--- src/rtl/keypad_scan_ctrl.sv ---
// Matrix keypad scanner: one-hot column drive, 2-FF row sync, frame debounce, optional decimal entry.
// Press events arrive DEBOUNCE_SCANS frames after the key first appears; no backpressure (pulses are fire-and-forget).
module keypad_scan_ctrl #(
  parameter int NUM_COLS       = 4,
  parameter int NUM_ROWS       = 4,
  parameter int SCAN_DIV       = 450000,
  parameter int DEBOUNCE_SCANS = 4,
  parameter int ENTRY_EN       = 1,
  parameter int DIGITS         = 2,
  localparam int IDX_W  = (NUM_ROWS * NUM_COLS > 1) ? $clog2(NUM_ROWS * NUM_COLS) : 1,
  localparam int ACC_W  = $clog2(10 ** DIGITS),
  localparam int DCNT_W = $clog2(DIGITS + 1)
) (
  input  logic                clk,
  input  logic                reset_n,
  input  logic [NUM_ROWS-1:0] filas,
  output logic [NUM_COLS-1:0] col,
  output logic [IDX_W-1:0]    key_idx,
  output logic [3:0]          key_legend,
  output logic                key_valid,
  output logic                key_held,
  output logic [ACC_W-1:0]    acc_value,
  output logic [DCNT_W-1:0]   digit_count,
  output logic                overflow,
  output logic [ACC_W-1:0]    entry_value,
  output logic                entry_valid
);
  localparam int DIV_W = $clog2(SCAN_DIV);
  localparam int CI_W  = (NUM_COLS > 1) ? $clog2(NUM_COLS) : 1;
  localparam int ROW_W = (NUM_ROWS > 1) ? $clog2(NUM_ROWS) : 1;
  localparam int CNT_W = $clog2(DEBOUNCE_SCANS + 1);
  localparam bit IS_4X4 = (NUM_COLS == 4) && (NUM_ROWS == 4);
  // Nibble i holds the legend of key index i (col*4+row); E='*', F='#'.
  localparam logic [63:0] LEGEND_TBL = 64'hDF0E_C987_B654_A321;

  generate
    if (ENTRY_EN != 0 && !IS_4X4) begin : g_bad_entry_cfg
      $error("keypad_scan_ctrl: decimal entry needs a 4x4 matrix");
    end
    if (DIGITS < 1 || DIGITS > 6) begin : g_bad_digits
      $error("keypad_scan_ctrl: DIGITS must be 1..6");
    end
  endgenerate

  typedef enum logic [1:0] {ST_IDLE, ST_DEBOUNCE, ST_HELD, ST_RELEASE} state_t;

  logic [NUM_ROWS-1:0] sync1_q, rows_q;
  logic [DIV_W-1:0]    div_q;
  logic [CI_W-1:0]     ci_q;
  logic [NUM_COLS-1:0] col_q;
  logic                seen_q, multi_q;
  logic [IDX_W-1:0]    hit_q;
  state_t              state_q, state_d;
  logic [IDX_W-1:0]    cand_q, cand_d;
  logic [CNT_W-1:0]    cnt_q, cnt_d, cnt_inc;
  logic                tick, eof, accept, release_done;
  logic [ROW_W-1:0]    row_pos;
  int                  row_ones;
  logic [IDX_W-1:0]    samp_idx, f_idx;
  logic                f_seen, f_multi, frame_none, frame_single;
  logic [IDX_W-1:0]    key_idx_q;
  logic [3:0]          key_legend_q, legend_d;
  logic                key_valid_q, key_held_q;
  logic [ACC_W-1:0]    acc_q, acc_d, entry_q, entry_d;
  logic [DCNT_W-1:0]   dcnt_q, dcnt_d;
  logic                ovf_q, ovf_d, entry_vld_q, entry_vld_d;

  function automatic logic [3:0] legend_of(input logic [IDX_W-1:0] idx);
    logic [3:0] r;
    r = '0;
    if (IS_4X4) begin
      for (int i = 0; i < 16; i++) begin
        if (int'(idx) == i) r = LEGEND_TBL[i*4 +: 4];
      end
    end
    return r;
  endfunction

  assign tick = (div_q == DIV_W'(SCAN_DIV - 1));
  assign eof  = tick && (ci_q == CI_W'(NUM_COLS - 1));

  always_ff @(posedge clk or negedge reset_n) begin
    if (!reset_n) begin
      sync1_q <= '0;
      rows_q  <= '0;
      div_q   <= '0;
      ci_q    <= '0;
      col_q   <= NUM_COLS'(1);
    end else begin
      sync1_q <= filas;
      rows_q  <= sync1_q;
      if (tick) begin
        div_q <= '0;
        col_q <= (col_q << 1) | (col_q >> (NUM_COLS - 1));
        ci_q  <= eof ? '0 : ci_q + CI_W'(1);
      end else begin
        div_q <= div_q + DIV_W'(1);
      end
    end
  end

  // Fold the current column's sample into the running frame summary.
  always_comb begin
    row_pos = '0;
    for (int r = NUM_ROWS - 1; r >= 0; r--) begin
      if (rows_q[r]) row_pos = ROW_W'(r);
    end
    row_ones     = $countones(rows_q);
    samp_idx     = IDX_W'(int'(ci_q) * NUM_ROWS + int'(row_pos));
    f_seen       = seen_q || (row_ones != 0);
    f_multi      = multi_q || (row_ones > 1) || (seen_q && (row_ones != 0));
    f_idx        = seen_q ? hit_q : samp_idx;
    frame_none   = !f_seen;
    frame_single = f_seen && !f_multi;
  end

  always_ff @(posedge clk or negedge reset_n) begin
    if (!reset_n) begin
      seen_q  <= 1'b0;
      multi_q <= 1'b0;
      hit_q   <= '0;
    end else if (tick) begin
      seen_q  <= eof ? 1'b0 : f_seen;
      multi_q <= eof ? 1'b0 : f_multi;
      hit_q   <= eof ? '0 : f_idx;
    end
  end

  always_comb begin
    state_d      = state_q;
    cand_d       = cand_q;
    cnt_d        = cnt_q;
    accept       = 1'b0;
    release_done = 1'b0;
    cnt_inc      = cnt_q + CNT_W'(1);
    if (eof) begin
      case (state_q)
        ST_IDLE: begin
          if (frame_single) begin
            cand_d = f_idx;
            if (DEBOUNCE_SCANS == 1) begin
              accept  = 1'b1;
              state_d = ST_HELD;
              cnt_d   = '0;
            end else begin
              state_d = ST_DEBOUNCE;
              cnt_d   = CNT_W'(1);
            end
          end
        end
        ST_DEBOUNCE: begin
          if (frame_single && (f_idx == cand_q)) begin
            cnt_d = cnt_inc;
            if (cnt_inc == CNT_W'(DEBOUNCE_SCANS)) begin
              accept  = 1'b1;
              state_d = ST_HELD;
              cnt_d   = '0;
            end
          end else if (frame_single) begin
            cand_d = f_idx;
            cnt_d  = CNT_W'(1);
          end else begin
            state_d = ST_IDLE;
            cnt_d   = '0;
          end
        end
        ST_HELD: begin
          // A different key while held is ignored until a full release.
          if (frame_none) begin
            if (DEBOUNCE_SCANS == 1) begin
              release_done = 1'b1;
              state_d      = ST_IDLE;
              cnt_d        = '0;
            end else begin
              state_d = ST_RELEASE;
              cnt_d   = CNT_W'(1);
            end
          end
        end
        default: begin
          if (frame_none) begin
            cnt_d = cnt_inc;
            if (cnt_inc == CNT_W'(DEBOUNCE_SCANS)) begin
              release_done = 1'b1;
              state_d      = ST_IDLE;
              cnt_d        = '0;
            end
          end else begin
            state_d = ST_HELD;
            cnt_d   = '0;
          end
        end
      endcase
    end
  end

  always_comb begin
    legend_d    = legend_of(f_idx);
    acc_d       = acc_q;
    dcnt_d      = dcnt_q;
    ovf_d       = ovf_q;
    entry_d     = entry_q;
    entry_vld_d = 1'b0;
    if (ENTRY_EN != 0 && accept) begin
      if (legend_d <= 4'd9) begin
        if (dcnt_q < DCNT_W'(DIGITS)) begin
          acc_d  = ACC_W'(int'(acc_q) * 10 + int'(legend_d));
          dcnt_d = dcnt_q + DCNT_W'(1);
        end else begin
          ovf_d = 1'b1;
        end
      end else if (legend_d == 4'hE) begin
        acc_d  = '0;
        dcnt_d = '0;
        ovf_d  = 1'b0;
      end else if (legend_d == 4'hF) begin
        entry_d     = acc_q;
        entry_vld_d = 1'b1;
        acc_d       = '0;
        dcnt_d      = '0;
      end
    end
  end

  always_ff @(posedge clk or negedge reset_n) begin
    if (!reset_n) begin
      state_q      <= ST_IDLE;
      cand_q       <= '0;
      cnt_q        <= '0;
      key_idx_q    <= '0;
      key_legend_q <= '0;
      key_valid_q  <= 1'b0;
      key_held_q   <= 1'b0;
      acc_q        <= '0;
      dcnt_q       <= '0;
      ovf_q        <= 1'b0;
      entry_q      <= '0;
      entry_vld_q  <= 1'b0;
    end else begin
      state_q     <= state_d;
      cand_q      <= cand_d;
      cnt_q       <= cnt_d;
      key_valid_q <= accept;
      if (accept) begin
        key_idx_q    <= f_idx;
        key_legend_q <= legend_d;
        key_held_q   <= 1'b1;
      end else if (release_done) begin
        key_held_q <= 1'b0;
      end
      acc_q       <= acc_d;
      dcnt_q      <= dcnt_d;
      ovf_q       <= ovf_d;
      entry_q     <= entry_d;
      entry_vld_q <= entry_vld_d;
    end
  end

  assign col         = col_q;
  assign key_idx     = key_idx_q;
  assign key_legend  = key_legend_q;
  assign key_valid   = key_valid_q;
  assign key_held    = key_held_q;
  assign acc_value   = acc_q;
  assign digit_count = dcnt_q;
  assign overflow    = ovf_q;
  assign entry_value = entry_q;
  assign entry_valid = entry_vld_q;
endmodule

--- config.mk ---
export PLATFORM = sky130hd
export DESIGN_NAME = keypad_scan_ctrl
export DESIGN_NICKNAME = d
export VERILOG_FILES = /design/src/rtl/keypad_scan_ctrl.sv
export SDC_FILE = /design/constraint.sdc
export NUM_CORES = 1
export LEC_CHECK = 0
export ABC_AREA = 1
export CAP_MARGIN = 20
export CORE_AREA = 8 8 96 98
export DETAILED_ROUTE_END_ITERATION = 7
export DIE_AREA = 0 0 104 106
export PLACE_DENSITY = 0.75
export REMOVE_ABC_BUFFERS = 1
export SYNTH_ARGS = -nofsm -noshare
export SYNTH_HDL_FRONTEND = slang
export SYNTH_SLANG_ARGS = --single-unit
--- constraint.sdc ---
create_clock -name clk -period 3.5 [get_ports clk]
set_input_delay 0.875 -clock clk [delete_from_list [all_inputs] [get_ports clk]]
set_output_delay 0.875 -clock clk [all_outputs]
set_load 0.02 [all_outputs]
After elaboration in Yosys (flattened, before gate mapping)
Index checks and enable logic that the tools add are counted.
- memories kept: 0
- logic and storage cells: 157
- bits in writable memories: 0
- register bits after elaboration: 76
- memory bits (read-only): 0
- output and inout bits: 32
- latch bits: 0
- div/mod/pow operators: 0
- multiply operators: 1
- add/subtract/negate cells: 9
- bitwise operators: 3
- shifts and indexed selects: 0
- magnitude comparators: 3
- mux-type cells: 68
- equal/unequal tests: 30
- reductions and logical operators: 23
- operator list (kind ; count):
    two-way mux 4 bit ; 19
    == test 4 bit, second input constant ; 10
    two-way mux 2 bit ; 16
    nonzero test 32 bit ; 1
    two-way mux 7 bit ; 4
    two-way mux 1 bit ; 20
    adder 19 x 1 -> 19 bit, second input constant ; 1
    == test 19 bit, second input constant ; 1
    two-way mux 19 bit ; 1
    == test 4 x 3 -> 1 bit, second input constant ; 4
    two-way mux 3 bit ; 5
    AND reduction 3 bit ; 4
    one-hot mux 3 bit (3 select lines) ; 1
    == test 4 x 2 -> 1 bit, second input constant ; 2
    != test 2 bit, second input constant ; 4
    one-hot mux 4 bit (2 select lines) ; 1
    adder 7 x 4 -> 7 bit ; 1
    multiplier 7 x 3 -> 6 bit, second input constant ; 1
    != test 3 bit, second input constant ; 2
    one-hot mux 2 bit (3 select lines) ; 1
    AND reduction 6 bit ; 1
    nonzero test 2 bit ; 3
    nonzero test 5 bit ; 1
    adder 1 x 1 -> 2 bit ; 2
    23 further kinds ; 31

Depth between registers and ports, before layout
Gate-level depths: netlist of run 1.
- depth in word-level cells: 28
- gate-level depth with buffers: 18
- gate-level depth less buffers: 18

Least setup slack after synthesis of run 1
Ideal clock, no wire load.
- kind: reg2reg
- start: register rows_q[0]
- end: register key_idx_q[0], in the netlist key_idx[0]
- arrival time: 2.651 ns
- data required time: 3.380 ns
- path buffers: 1
- path slack: 0.728 ns
- setup time: 0.120 ns
- cell stages (with the launch flop): 18
- clock period less this slack: 2.772 ns
- cells stage by stage: dfrtp_1 > inv_1 > fa_1 > inv_1 > ha_1 > inv_1 > ha_1 > nor2_2 > nand2_1 > nand2_1 > nand4_2 > nor2_4 > nand3_2 > nor2_8 > inv_2 > buf_6 > nand2_1 > o21ai_2
- longest elaborated chain between the ends: 11
- ends and longest elaborated chain (element ; line ; source):
    start, declared ; 47 ; logic [NUM_ROWS-1:0] sync1_q, rows_q;
    start signal, assigned ; 91 ; rows_q <= sync1_q;
    adder 1 x 1 -> 2 bit (implied by the code) ; 108 ; row_ones = $countones(rows_q);
    adder 2 x 2 -> 3 bit (implied by the code) ; 108 ;
    greater-than comparator 3 x 1 -> 1 bit / nonzero test 32 bit (equally long branches) ; 111, 110 ;
    logical OR 1 bit / logical AND 1 bit (equally long branches) ; 111 ; f_multi = multi_q || (row_ones > 1) || (seen_q && (row_ones != 0));
    logical OR 1 bit ; 111 ;
    zero test 1 bit ; 114 ; frame_single = f_seen && !f_multi;
    logical AND 1 bit ; 114 ;
    logical AND 1 bit ; 152 ; if (frame_single && (f_idx == cand_q)) begin
    two-way mux 1 bit ; 152 ;
    two-way mux 1 bit ; 137 ; case (state_q)
    two-way mux 1 bit ; 136 ; if (eof) begin
    end signal, assigned ; 245 ; key_idx_q <= f_idx;
    end, declared ; 61 ; logic [IDX_W-1:0] key_idx_q;
Parallel ways exist; a longest one is shown, timed or not.
A chain may end at the register's enable or synchronous reset.

Final worst setup path of run 1
- start: register rows_q[0]
- end: register entry_q[4], in the netlist entry_value[4]
- longest elaborated chain between the ends: 23
- ends and longest elaborated chain (element ; line ; source):
    two-way mux 2 bit ; 106 ; if (rows_q[r]) row_pos = ROW_W'(r);
    adder 4 x 2 -> 4 bit ; 109 ; samp_idx = IDX_W'(int'(ci_q) * NUM_ROWS + int'(row_pos));
    two-way mux 4 bit ; 112 ; f_idx = seen_q ? hit_q : samp_idx;
    zero test 4 bit ; 73 ; if (int'(idx) == i) r = LEGEND_TBL[i*4 +: 4];
    two-way mux 1 bit ; 73 ;
    two-way mux 4 bit (15 in a row) ; 73 ;
    <= comparator 4 bit / == test 4 bit (equally long branches) ; 205, 212 ;
    inverter 1 bit (no line) ; - ;
    AND reduction 4 bit (no line) * ; - ;
    end signal, assigned ; 254 ; entry_q <= entry_d;
    end, declared ; 64 ; logic [ACC_W-1:0] acc_q, acc_d, entry_q, entry_d;
Mark *: on every way between the ends. The rest lies on a longest branch, timed or not.

==> flow_summary.yaml, run 1 <==
power:
  p_comb_share_pct: 4.9
  clkPwrFrac_pct: 42.2
  ir_drop_mv: 0.3201
  p_leak_nw: 2.486
  p_int_w: 0.001275
  power_frac_seq_pct: 52.9
  powerDensity_mw_per_mm2: 350.2
  p_sw_share_pct: 23.67
  power_switching_w: 0.0003954
floorplanning:
  core_mm2: 0.007845
  num_rows: 33
  ios: 38
  die_h_um: 106
  die_w_um: 104
  initial_core_util_pct: 52.19
  die_area_mm2: 0.01102
drt:
  wl_per_cell_um: 13.01
  drtIter0Drc: 203
  vias: 3314
  via_per_inst: 5.075
  routed_wirelength_um: 8495
  ant_nets: 0
  drt_pass1_iterations: 4
  drc_errors: 0
critical_path:
  path_cells: "inv_1 -> fa_1 -> inv_1 -> ha_1 -> inv_1 -> ha_1 -> nor2_2 -> nand2_1 -> nand2_1 -> nand4_2 -> nor2_4 -> nand3_2 -> nor2_8 -> nand2_4 -> clkinv_2 -> nand2_1 -> nand2_1"
  crit_top_cell: "nand2_1"
  crit_cells: 17
  path_class: "reg -> reg"
  crit_slowest_cell: "fa_1"
  worst_setup_path_end_kind: "flop"
  cpPeakStageDelay_ns: 0.52
  crit_family: "simple AND/OR/NAND/NOR gates"
  startpoint_type: "flop"
  path_max_fanout: 19
  r2r_cells: 17
  cp.required_ns: 3.78
  critPathBufInv: 4
  worst_ep_arrival_time_ns: 3.36
  rr_startpoint: "rows_q[0]"
  startpoint: "rows_q[0]"
global_routing:
  antenna_found_initial: 0
  grt_usage_pct: 15.89
  grt_max_degree: 77
  gr-total-overflow: 0
  grt_pass1_vias: 3239
  grt_first_pass_wirelength_um: 14610
flow_run:
  maxCapViolCount: 0
yosys:
  ys_types: 37
  synth_ff_type: "dfrtp_1"
  postSynthAreaPerCell_um2: 8.188
  async_flop_share_pct: 100.0
  synth-seq-cells: 76
  yosysSeqAreaShare_pct: 46.49
  syn_inst: 500
  syn_area_mm2: 0.004094
  synth-edff-count: 0
  synth_warnings: 0
cts:
  cts_sinks: 76
  clk_latency_ns: 0.35
  cts_tree: "yes"
  clk_pin_slew_ns: 0.08
  cts.htree.levels: 3
  cts_buffers: 9
  clockBufferDepth: 2
  cts_root_buf: "clkbuf_8"
  cts-resized-gates: 0
  post_cts_buffers: 0
  ctsHoldBuffers: 0
sta:
  setup-violations-final: 0
  drv_slew: 0
  fmax_mhz: 324.5
  final.setup.worst_slack_ns: 0.4182
  fin_crit_ns: 3.082
  rsz0062_at_grt: "no"
  slew_headroom_pct: 38.49
  fin_setup_tns_ns: 0
  finalHoldViolCount: 0
  fin_skew_ns: 0.01509
  tightest_slew_ns: 0.9227
  post-route-period-util_pct: 88.05
placed_design:
  dp.cells: 637
  io_buffers: 37
  finalWeightedCongestion: 0.8910
  placed_area_mm2: 0.004561
  dp_slack_ns: 0.4167
  dp_hpwl_um: 6197
final_layout:
  diodes: 0
  nets: 571
  final_cell_area_mm2: 0.004771
  postLayoutCoreUtil_pct: 60.81
  area_delta_synth_final_pct: 16.53
  drive_gt1_share_pct: 8.577
  layout.cells.non_filler: 653
  fillCellCount: 688
min_path:
  hold_path.startpoint: "sync1_q[1]"
  whs_path_depth: 0
  hp-class: "reg -> reg"
run_status:
  status: "complete, no violations"
final cells by class:
class	count	area (um^2)	share of cell area (%)
tap	105	131.4	2.754
inverter	74	279.0	5.848
sequential	76	1903	39.89
clock inverter	5	58.81	1.233
clock buffer	11	151.4	3.173
timing repair buffer	38	375.4	7.868
multi-input combinational	344	1872	39.23
through the flow:
stage          hold slack (ns)  power [W]
3_5_place_dp            0.3347  0.0009845
4_1_cts                 0.3542   0.001685
5_1_grt                 0.3665   0.001730
6_report                0.3519   0.001671
3_3_place_gp            0.3335  0.0009812
2_1_floorplan           0.3312  0.0009507
synth_stat cells (4+ instances only):
library cell  count  area, um^2
a21oi_1          14       70.07
dfrtp_1          75        1877
ha_1             19       237.7
inv_1            70       262.8
nand2_1         148       555.5
nand2_2           7       43.79
nand3_1          25       125.1
nand4_1          15       93.84
nor2_1           37       138.9
nor2_2            4       25.02
nor3_1            9       45.04
o21ai_0          19       95.09
xnor2_1          10       87.58
xor2_1            5       43.79
cells by family after synthesis:
| family | Yosys count | share of synthesized area [%] |
|---|---|---|
| adders and majority gates | 22 | 7.274 |
| and+or+nand+nor | 260 | 28.61 |
| xor gates and xnor gates | 15 | 3.209 |
| DFF | 76 | 46.49 |
| buffers and inverters | 80 | 7.793 |
| AOI/OAI and AO/OA | 47 | 6.632 |
flip-flops by register name (all words and copies together) (netlist names), 2 cells and up:
name,count
div_q,19
key_idx,4
sync1_q,4
digit_count,2
rows_q,4
cand_q,4
hit_q,4
entry_value,7
state_q,2
ci_q,2
key_legend,4
col,4
cnt_q,3
acc_value,7
placed cells by master, fill, tap and decap left out, types with 2 or more instances in the layout:
| cell type | n |
|---|---|
| clkbuf_8 | 11 |
| nand2_2 | 7 |
| a22oi_1 | 3 |
| nand2_4 | 2 |
| inv_1 | 70 |
| clkdlybuf4s50_1 | 36 |
| o21ai_0 | 19 |
| xnor2_1 | 10 |
| nor2_2 | 4 |
| clkinv_2 | 2 |
| buf_4 | 2 |
| a21oi_1 | 14 |
| ha_1 | 19 |
| nand2_1 | 148 |
| inv_2 | 3 |
| nor3_1 | 9 |
| nand3_1 | 25 |
| dfrtp_1 | 75 |
| nand4_1 | 15 |
| nand3_2 | 3 |
| fa_1 | 3 |
| o21ai_2 | 3 |
| nand3b_1 | 3 |
| clkinvlp_4 | 2 |
| nor4_1 | 3 |
| xor2_1 | 5 |
| o21ai_1 | 3 |
| nor2_1 | 37 |
worst reg2reg max path: cells and delay by family (launching register included):
| kind | cells | cell delay (ns) |
|---|---|---|
| DFF | 1 | 0.35 |
| buffers and inverters | 4 | 0.31 |
| adders and majority gates | 3 | 0.93 |
| and+or+nand+nor | 10 | 1.43 |
final timing paths:
kind	slack, ns	endpoint
min reg2reg	0.35	rows_q[1]
min	0.35	rows_q[1]
max in group asynchronous	2.25	entry_value[4]
min in group asynchronous	0.66	div_q[7]
max	0.42	entry_value[4]
max reg2reg	0.42	entry_value[4]
power by group through the flow:
stage	logic (W)	clock network, W	registers [W]
final	0.0000816	0.000706	0.000883
after global routing	0.0000951	0.000751	0.000884
after CTS	0.0000838	0.000717	0.000884
after detailed placement	0.0000835	0	0.000901
after global placement	0.0000804	0	0.000901
after floorplan	0.0000499	0	0.000901
per-layer routing:
metal | wire, um | up-vias | share of wire [%] | GRT usage, %
met5 | 0 | - | 0 | 0
met4 | 108 | 0 | 1.3 | 4.654
met3 | 310 | 9 | 3.6 | 4.235
met2 | 4211 | 54 | 50 | 27.22
met1 | 3865 | 1580 | 45 | 19.28
li1 | - | 1671 | - | -
Power figures use the tool's default switching activity.
==> inputs of run 2 (changes only) <==
- CTS_BUF_LIST: default -> sky130_fd_sc_hd__clkbuf_8
- clock period: 3.5 -> 3.15 ns (I/O delays scaled with it)
==> flow_summary.yaml, run 2 (synthesis results as in run 1) <==
floorplanning:
  die_w_um: 104
  die_h_um: 106
  core_mm2: 0.007845
  num_rows: 33
  die_area_mm2: 0.01102
  initial_core_util_pct: 52.19
  ios: 38
drt:
  drt_pass1_iterations: 4
  via_per_inst: 5.127
  drc_errors: 0
  wl_per_cell_um: 13.30
  vias: 3389
  routed_wirelength_um: 8789
  drtIter0Drc: 167
  ant_nets: 0
placed_design:
  io_buffers: 37
  dp_hpwl_um: 6294
  finalWeightedCongestion: 0.8917
  dp_slack_ns: 0.03999
global_routing:
  grt_pass1_vias: 3421
  grt_first_pass_wirelength_um: 15280
  grt_max_degree: 77
  grt_usage_pct: 16.41
  antenna_found_initial: 0
  gr-total-overflow: 0
cts:
  cts_buffers: 9
  clk_latency_ns: 0.35
  cts_sinks: 76
  ctsHoldBuffers: 0
  cts.htree.levels: 3
  cts_tree: "yes"
  cts_root_buf: "clkbuf_8"
  clockBufferDepth: 2
  clk_pin_slew_ns: 0.08
final_layout:
  top_register: "div_q"
  final_cell_mix: "nand2_1 (147), dfrtp_1 (75), inv_1 (71)"
  nets: 579
  fillCellCount: 675
  diodes: 0
  final_common_cell: "nand2_1"
  largest_reg_flops: 19
  drive_gt1_share_pct: 9.892
  area_delta_synth_final_pct: 19.07
sta:
  post-route-period-util_pct: 95.89
  finalHoldViolCount: 0
  final.setup.worst_slack_ns: 0.1295
  slew_headroom_pct: 37.91
  drv_slew: 0
  fin_skew_ns: 0.01741
  fin_crit_ns: 3.020
  fmax_mhz: 331.1
  setup-violations-final: 0
  fin_setup_tns_ns: 0
  rsz0062_at_grt: "yes"
  tightest_slew_ns: 0.9313
critical_path:
  rrSetupSlack_ns: 0.13
  startpoint: "rows_q[0]"
  worst_setup_path_end_kind: "flop"
  crit_slowest_cell: "fa_1"
  path_max_fanout: 6
  r2r_cells: 16
  rr_startpoint: "rows_q[0]"
  path_class: "reg -> reg"
  cp.required_ns: 3.42
  cpPeakStageDelay_ns: 0.54
  crit_family: "simple AND/OR/NAND/NOR gates"
  critPathBufInv: 4
  worst_ep_arrival_time_ns: 3.29
  startpoint_type: "flop"
  path_cells: "inv_1 -> fa_1 -> inv_1 -> ha_1 -> inv_1 -> ha_1 -> nor2_4 -> nand2_1 -> nand2_1 -> nand4_4 -> nor2_4 -> nand3_4 -> nor2_8 -> buf_4 -> nand4_1 -> nand2_1"
  r2r-end: "acc_value[4]"
power:
  ir_drop_mv: 0.3286
  p_leak_nw: 2.538
  powerDensity_mw_per_mm2: 390.9
  clkPwrFrac_pct: 43.2
  p_comb_share_pct: 5.3
  power_frac_seq_pct: 51.5
  p_int_w: 0.001473
  p_sw_share_pct: 22.69
  power_switching_w: 0.0004323
flow_run:
  maxCapViolCount: 0
run_status:
  status: "complete, no violations"
min_path:
  hp-class: "reg -> reg"
  whs_path_depth: 0
  whs_endpoint: "rows_q[1]"
  hold_path.startpoint: "sync1_q[1]"
[run 2: changes by cell type in the layout (fill, tap and decap cells not counted), sizes merged]
cell    delta
clkinv     -2
inv        +2
nor2       +1
bufinv     +1
buf        +7
clkbuf     -1
[run 2: how the worst max path moves through the flow]
stage	endpoint	slack (ns)	cells past startpoint
2_1_floorplan	key_idx[0]	0.37	16
3_3_place_gp	acc_value[1]	0.21	16
3_5_place_dp	acc_value[6]	0.04	16
4_1_cts	acc_value[4]	0.03	16
5_1_grt	acc_value[6]	-0.09	16
6_report	acc_value[4]	0.13	16
[run 2: power by group through the flow]
stage	logic, W	clock network (W)	registers [W]
2_1_floorplan	0.0000554	0	0.00100
3_3_place_gp	0.0000893	0	0.00100
3_5_place_dp	0.0000941	0	0.00100
4_1_cts	0.0000942	0.000833	0.000982
5_1_grt	0.000117	0.000874	0.000983
6_report	0.000101	0.000822	0.000982
[run 2: per-stage QoR]
step	cells	total power, W	hold slack, ns	util, %	area (um^2)
floorplan	494	0.001056	0.3312	-	4054
global placement	639	0.001090	0.3335	58.33	4576
detailed placement	639	0.001095	0.3347	58.33	4576
CTS	655	0.001910	0.3542	61.13	4796
global route	661	0.001974	0.3669	62.14	4875
finish	661	0.001906	0.3520	62.14	4875
[run 2: metal layers]
layer	wire [um]	GRT usage [%]
met4	117	6.825
met1	3994	19.72
met2	4408	28.60
met5	0	0
met3	269	2.843
[run 2: what timing repair did]
action | in CTS | in global routing
buffers inserted | 0 | 5
resized for setup | 0 | 7
endpoints found under the setup margin | 0 | 27
[run 2: final cells by class]
cell class,instances,area [um^2],share of cell area [%]
multi-input cells,345,1912,39.22
clock buffers,10,137.6,2.823
well taps,105,131.4,2.695
clock inverters,6,82.58,1.694
inverters,74,280.3,5.749
flip-flops and latches,76,1903,39.04
repair buffers,45,427.9,8.778
